File: src/rtl/opti_sos_pkg.sv
// Shared definitions for the opti_sos biquad cascade: FSM state codes,
// coefficient tap indices, unity-coefficient helper and output clamp.
package opti_sos_pkg;

  // FSM state codes
  localparam logic [1:0] ST_IDLE = 2'd0;
  localparam logic [1:0] ST_RUN  = 2'd1;
  localparam logic [1:0] ST_WB   = 2'd2;
  localparam logic [1:0] ST_OUT  = 2'd3;

  // Tap order inside one section: feed-forward terms first, then feedback
  localparam logic [2:0] TAP_B0 = 3'd0;
  localparam logic [2:0] TAP_B1 = 3'd1;
  localparam logic [2:0] TAP_B2 = 3'd2;
  localparam logic [2:0] TAP_A1 = 3'd3;
  localparam logic [2:0] TAP_A2 = 3'd4;
  localparam int         NTAP   = 5;

  // Unity gain for a coefficient with frac_w fractional bits
  function automatic logic [63:0] coef_one(input int frac_w);
    return 64'd1 << frac_w;
  endfunction

  // Clamp a signed value to the range of a dw-bit signed word
  function automatic logic signed [63:0] saturate(input logic signed [63:0] v, input int dw);
    logic signed [63:0] hi;
    logic signed [63:0] lo;
    hi = (64'sd1 <<< (dw - 1)) - 64'sd1;
    lo = -(64'sd1 <<< (dw - 1));
    if (v > hi)      return hi;
    else if (v < lo) return lo;
    else             return v;
  endfunction

endpackage

File: src/rtl/opti_sos_mac.sv
// Shared multiply-accumulator for the biquad cascade. Accumulates signed
// coef*data products (add or subtract), then rounds, shifts down by FRAC_W
// and clamps to DATA_W. Rounding adder exists only with OPTI_SOS_ROUND_EN.
import opti_sos_pkg::*;

module opti_sos_mac #(
  parameter int DATA_W  = 24,
  parameter int COEF_W  = 24,
  parameter int FRAC_W  = 22,
  parameter int ACC_GRD = 4
) (
  input  logic              clk,
  input  logic              rst_n,
  input  logic              clr,
  input  logic              en,
  input  logic              sub,
  input  logic [COEF_W-1:0] coef,
  input  logic [DATA_W-1:0] data,
  output logic [DATA_W-1:0] ysat,
  output logic              sat_hit
);
  localparam int PROD_W = DATA_W + COEF_W;
  localparam int ACC_W  = PROD_W + ACC_GRD;

  logic signed [PROD_W-1:0] prod;
  logic signed [ACC_W-1:0]  prod_ext;
  logic signed [ACC_W-1:0]  acc;
  logic signed [ACC_W-1:0]  rnd;
  logic signed [ACC_W-1:0]  shr;
  logic signed [63:0]       shr64;
  logic signed [63:0]       clip;

  assign prod     = $signed(coef) * $signed(data);
  assign prod_ext = {{ACC_GRD{prod[PROD_W-1]}}, prod};

`ifdef OPTI_SOS_ROUND_EN
  localparam logic signed [ACC_W-1:0] RND_K = ACC_W'(1) << (FRAC_W - 1);
  assign rnd = acc + RND_K;
`else
  assign rnd = acc;
`endif

  assign shr     = rnd >>> FRAC_W;
  assign shr64   = {{(64-ACC_W){shr[ACC_W-1]}}, shr};
  assign clip    = saturate(shr64, DATA_W);
  assign ysat    = clip[DATA_W-1:0];
  assign sat_hit = (clip != shr64);

  // Accumulator: cleared between sections, one product per RUN cycle
  always_ff @(posedge clk or negedge rst_n) begin
    if (!rst_n)   acc <= '0;
    else if (clr) acc <= '0;
    else if (en)  acc <= sub ? acc - prod_ext : acc + prod_ext;
  end

endmodule

File: src/rtl/opti_sos_cascade.sv
// Cascade of NUM_SEC Direct-Form-I biquads time-sharing one MAC.
// Holds the sample FSM, the per-section coefficient file and x/y histories.
// Optional round-half-up before the output shift: define OPTI_SOS_ROUND_EN.
import opti_sos_pkg::*;

module opti_sos_cascade #(
  parameter int DATA_W  = 24,
  parameter int COEF_W  = 24,
  parameter int FRAC_W  = 22,
  parameter int NUM_SEC = 4,
  parameter int ACC_GRD = 4,
  localparam int NCOEF  = NTAP * NUM_SEC,
  localparam int AW     = $clog2(NCOEF)
) (
  input  logic              clk,
  input  logic              rst_n,
  input  logic              in_valid,
  output logic              in_ready,
  input  logic [DATA_W-1:0] in_data,
  output logic              out_valid,
  input  logic              out_ready,
  output logic [DATA_W-1:0] out_data,
  input  logic              coef_we,
  input  logic [AW-1:0]     coef_addr,
  input  logic [COEF_W-1:0] coef_wdata,
  output logic              coef_ready,
  input  logic              hist_clr,
  output logic              sat_flag,
  output logic              busy
);
  localparam int SW = (NUM_SEC > 1) ? $clog2(NUM_SEC) : 1;
  localparam logic [COEF_W-1:0] ONE = COEF_W'(coef_one(FRAC_W));

  logic [1:0]        state;
  logic [SW-1:0]     sec;
  logic [2:0]        tap;
  logic [DATA_W-1:0] x_cur;
  logic              clr_pend;

  logic [COEF_W-1:0] coef_mem [NCOEF];
  logic [DATA_W-1:0] x1 [NUM_SEC];
  logic [DATA_W-1:0] x2 [NUM_SEC];
  logic [DATA_W-1:0] y1 [NUM_SEC];
  logic [DATA_W-1:0] y2 [NUM_SEC];

  logic [AW-1:0]     cidx;
  logic [DATA_W-1:0] op;
  logic [DATA_W-1:0] ysat;
  logic              sat_hit;
  logic              in_fire, out_fire, coef_wr, hist_zero, last_sec;

  assign in_ready   = (state == ST_IDLE);
  assign coef_ready = (state == ST_IDLE);
  assign out_valid  = (state == ST_OUT);
  assign busy       = (state != ST_IDLE);
  assign in_fire    = in_ready && in_valid;
  assign out_fire   = out_valid && out_ready;
  assign coef_wr    = coef_we && coef_ready && (int'(coef_addr) < NCOEF);
  assign last_sec   = (int'(sec) == NUM_SEC - 1);
  // Histories clear immediately in IDLE; a request seen while busy waits
  // until the finished sample is handed off so that sample keeps old state.
  assign hist_zero  = (in_ready && hist_clr) || (out_fire && (clr_pend || hist_clr));

  // Select coefficient and operand for the current tap
  always_comb begin
    cidx = AW'(int'(sec) * NTAP + int'(tap));
    op   = '0;
    case (tap)
      TAP_B0:  op = x_cur;
      TAP_B1:  op = x1[sec];
      TAP_B2:  op = x2[sec];
      TAP_A1:  op = y1[sec];
      default: op = y2[sec];
    endcase
  end

  opti_sos_mac #(
    .DATA_W (DATA_W),
    .COEF_W (COEF_W),
    .FRAC_W (FRAC_W),
    .ACC_GRD(ACC_GRD)
  ) u_mac (
    .clk    (clk),
    .rst_n  (rst_n),
    .clr    (in_fire || (state == ST_WB)),
    .en     (state == ST_RUN),
    .sub    (tap >= TAP_A1),
    .coef   (coef_mem[cidx]),
    .data   (op),
    .ysat   (ysat),
    .sat_hit(sat_hit)
  );

  // Sample FSM: capture, five MACs per section, write-back, hold output
  always_ff @(posedge clk or negedge rst_n) begin
    if (!rst_n) begin
      state    <= ST_IDLE;
      sec      <= '0;
      tap      <= TAP_B0;
      x_cur    <= '0;
      out_data <= '0;
    end else begin
      case (state)
        ST_IDLE: if (in_valid) begin
          x_cur <= in_data;
          sec   <= '0;
          tap   <= TAP_B0;
          state <= ST_RUN;
        end
        ST_RUN: begin
          if (tap == TAP_A2) state <= ST_WB;
          else               tap   <= tap + 3'd1;
        end
        ST_WB: begin
          tap <= TAP_B0;
          if (!last_sec) begin
            x_cur <= ysat;
            sec   <= sec + 1'b1;
            state <= ST_RUN;
          end else begin
            out_data <= ysat;
            state    <= ST_OUT;
          end
        end
        default: if (out_ready) state <= ST_IDLE;
      endcase
    end
  end

  // Coefficient file: passthrough on reset, writable only while idle
  always_ff @(posedge clk or negedge rst_n) begin
    if (!rst_n) begin
      for (int i = 0; i < NCOEF; i++) coef_mem[i] <= (i % NTAP == 0) ? ONE : '0;
    end else if (coef_wr) begin
      coef_mem[coef_addr] <= coef_wdata;
    end
  end

  // Per-section delay lines, shifted once at each section write-back
  always_ff @(posedge clk or negedge rst_n) begin
    if (!rst_n) begin
      for (int i = 0; i < NUM_SEC; i++) begin
        x1[i] <= '0; x2[i] <= '0; y1[i] <= '0; y2[i] <= '0;
      end
    end else if (hist_zero) begin
      for (int i = 0; i < NUM_SEC; i++) begin
        x1[i] <= '0; x2[i] <= '0; y1[i] <= '0; y2[i] <= '0;
      end
    end else if (state == ST_WB) begin
      x2[sec] <= x1[sec];
      x1[sec] <= x_cur;
      y2[sec] <= y1[sec];
      y1[sec] <= ysat;
    end
  end

  // Sticky saturation flag and deferred history-clear request
  always_ff @(posedge clk or negedge rst_n) begin
    if (!rst_n) begin
      sat_flag <= 1'b0;
      clr_pend <= 1'b0;
    end else begin
      if (hist_zero)                          sat_flag <= 1'b0;
      else if ((state == ST_WB) && sat_hit)   sat_flag <= 1'b1;
      if (out_fire)                           clr_pend <= 1'b0;
      else if (hist_clr && busy)              clr_pend <= 1'b1;
    end
  end

endmodule

File: config.mk
export PLATFORM = sky130hd
export DESIGN_NAME = opti_sos_cascade
export DESIGN_NICKNAME = d
export VERILOG_FILES = /design/src/rtl/opti_sos_pkg.sv /design/src/rtl/opti_sos_mac.sv /design/src/rtl/opti_sos_cascade.sv
export SDC_FILE = /design/constraint.sdc
export NUM_CORES = 2
export LEC_CHECK = 0
export CORE_ASPECT_RATIO = 1.4
export CORE_MARGIN = 5
export CORE_UTILIZATION = 50
export CTS_CLUSTER_DIAMETER = 150
export DETAILED_ROUTE_END_ITERATION = 7
export PLACE_DENSITY = 0.74
export SLEW_MARGIN = 5
export SYNTH_ARGS = -nofsm -noshare
export SYNTH_HDL_FRONTEND = slang
export SYNTH_SLANG_ARGS = --single-unit
File: constraint.sdc
create_clock -name clk -period 30.6 [get_ports clk]
set_input_delay 9.18 -clock clk [delete_from_list [all_inputs] [get_ports clk]]
set_output_delay 9.18 -clock clk [all_outputs]
set_load 0.02 [all_outputs]
==> results by group <==
Critical path
  – WS Path Type: reg -> reg
  – Startpoint Class: register
  – CP peak stage delay: 0.95 ns
  – Slowest CP cell: fa_1
  – WP data required: 31.16 ns
  – Critical path fanouts, max: 46
  – Critical R2R Launch: sec[0]
  – Reg2Reg Setup Slack: 14.80 ns
  – Worst setup EP type: register
  – RR Endpoint: u_mac.acc[51]
  – Crit path DAT: 16.36 ns
  – Worst r2r path cells: 38
  – Most frequent CP cell: fa_1

Timing
  – Final Hold Viols: 0
  – Fin worst setup slack: 14.80 ns
  – Clock skew: 0.0752 ns
  – Hold_ws: 0.479 ns
  – Slew @ Worst Pin: 1.44 ns
  – Final Max Tran Viols: 0
  – Post-Route Setup TNS: 0 ns
  – Fin crit period: 15.80 ns
  – Final Cycle Share: 51.6%
  – Unrepaired setup endpoints after global routing: no
  – Relative slew slack: 3.73%
  – Final setup fails: 0
  – Fmax achieved: 63.3 MHz

Cells and area
  – Commonest non-fill, non-tap cell in the layout: dfrtp_1
  – Commonest cells after routing, fill and taps aside: dfrtp_1, inv_1, nand2_1, fa_1, mux2_2
  – Final Net Count: 6975
  – Layout cells sized above 1: 17.6%
  – Layout area overhead: 8.73%
  – FILL cells: 11400

Clock tree
  – Sink Count: 973
  – # Post-CTS Setup Buffers: 0
  – CTS tree: built
  – Hold_buf cts: 0
  – Cts repair resizes: 0
  – Clock Latency Late Sink: 0.74 ns
  – Clock transition at the registers of the reported paths: 0.06 ns
  – Clock buffer count from CTS: 95
  – Htree depth: 3
  – Max Buffers Root-to-Sink: 3
  – Clk Tree Root Cell: clkbuf_16

Detailed routing
  – M1 WL: 69400 um
  – Detail Route met2 WL: 98300 um
  – Wirelength per Cell: 24.5 um
  – Vias per inst: 6.16
  – Top routing layer in use: met4
  – Via count: 49200
  – Met3 routed WL: 14700 um
  – Post-route ant nets: 0
  – 1st-iter DRT viols: 4249
  – DRT Wirelength: 196000 um
  – DRC: 0
  – First-pass DRT Iterations: 6

Die
  – Die ar.: 145000 um2
  – Row count: 161
  – Core area: 137000 um2
  – Vert. Die Dim: 449 um
  – Die X: 323 um
  – Initial Util: 50.1%
  – Top Ports: 88

GRT
  – First-pass GRT wire length: 306000 um
  – Largest net degree at the start of global routing: 176
  – Vias in the first global route: 52800
  – Total global-route track usage: 27.1%
  – Antenna violations before repair: 6
  – Congestion Overflow GR: 0

Job
  – Max Cap Viol: 0

Worst hold path
  – Min-delay worst type: reg -> reg
  – Endpoint, Worst Hold: y1[40]
  – Hold Path Depth: 2
  – Hold path start: y1[40]

Synthesis
  – Mapped Nets: 7102
  – Syn Area/Cell: 11.0 um2
  – Post-synth EDFFs: 0
  – #FFs+latches synth: 973
  – Distinct cell type count after synthesis: 90
  – Post-synthesis sequential area ratio: 35.4%
  – YS warnings: 0
  – Post-synth top flop: dfrtp_1
  – Mapped Area: 68800 um2
  – Synth async-reset ratio: 100%
  – Cell count after synthesis: 6228

Place
  – I/O Buffers: 87
  – Hpwl dp: 131000 um
  – DP Worst Slack: 14.84 ns
  – RePlAce Congestion: 0.945

Status
  – Status: finished clean
-- cells in the mapped netlist (57+ instances only) --
master    instances  area [um2]
dfrtp_1         969       24200
inv_1           730        2740
nand2_1         727        2730
fa_1            609       12200
mux2_2          482        5430
clkbuf_1        363        1360
nor2_1          306        1150
a21oi_1         269        1350
a22o_1          244        2140
mux4_2          240        5410
o21ai_0         222        1110
ha_1            206        2580
xnor2_1          79         692
nor2b_1          57         357
-- through the flow --
| step | std cells | cell area (um2) | utilization [%] |
|---|---|---|---|
| 2_1_floorplan | 6228 | 68800 | - |
| 3_3_place_gp | 7797 | 71500 | 52.1 |
| 3_5_place_dp | 7797 | 71500 | 52.1 |
| 4_1_cts | 7977 | 74800 | 54.5 |
| 5_1_grt | 7978 | 74800 | 54.5 |
| 6_report | 7983 | 74800 | 54.5 |
-- cell families after synthesis --
kind of cell | share of synthesized area, %
fa+ha+maj | 21.5
mux | 16.4
buf+inv | 6.41
compound gates | 10.0
flops | 35.4
xor+xnor | 1.59
simple gates | 8.69
-- routing by layer --
| layer | vias to the layer above | global-route usage (%) |
|---|---|---|
| met5 | - | 0 |
| met2 | 2266 | 46.1 |
| met4 | 0 | 15.6 |
| met3 | 663 | 5.14 |
| li1 | 20800 | - |
| met1 | 25500 | 32.2 |
-- worst max-delay path, delay by kind of cell (launching register included) --
kind                     cells  cell delay (ns)
adder cells (fa/ha/maj)     10             5.74
buffers and inverters        7             2.91
AO/OA/AOI/OAI               10             2.35
AND/OR/NAND/NOR              6             2.14
multiplexers                 2             1.09
XOR/XNOR                     3             0.71
flip-flops                   1             0.62
-- sequential cells by signal, indices dropped and copies added (netlist names) --
register / flops
coef_mem: 480
x1: 96
x2: 96
y1: 96
y2: 96
u_mac.acc: 52
out_data: 24
x_cur: 24
tap: 3
sec: 2
state: 2
clr_pend: 1
sat_flag: 1
-- worst max path at each step --
stage | startpoint | endpoint | depth (start not counted)
final | sec[0] | u_mac.acc[51] | 38
after floorplan | sec[1] | u_mac.acc[50] | 48
after global placement | sec[0] | u_mac.acc[51] | 38
after global routing | sec[0] | u_mac.acc[40] | 42
after CTS | sec[0] | u_mac.acc[51] | 38
after detailed placement | sec[0] | u_mac.acc[51] | 38
-- cell type report --
type                    count  area (um2)  share of cell area [%]
diodes                      6        15.0                  0.0201
clock buffers             137        2780                    3.71
clock inverters            43         534                   0.714
inverters                 730        2740                    3.66
multi-input cells        4103       40400                    54.0
flip-flops and latches    973       24400                    32.6
well taps                1793        2240                    3.00
repair buffers            198        1720                    2.30
Power is left out: the tool's default activity adds up to more than one toggle a clock period on the data nets, which glitch-free logic cannot reach.
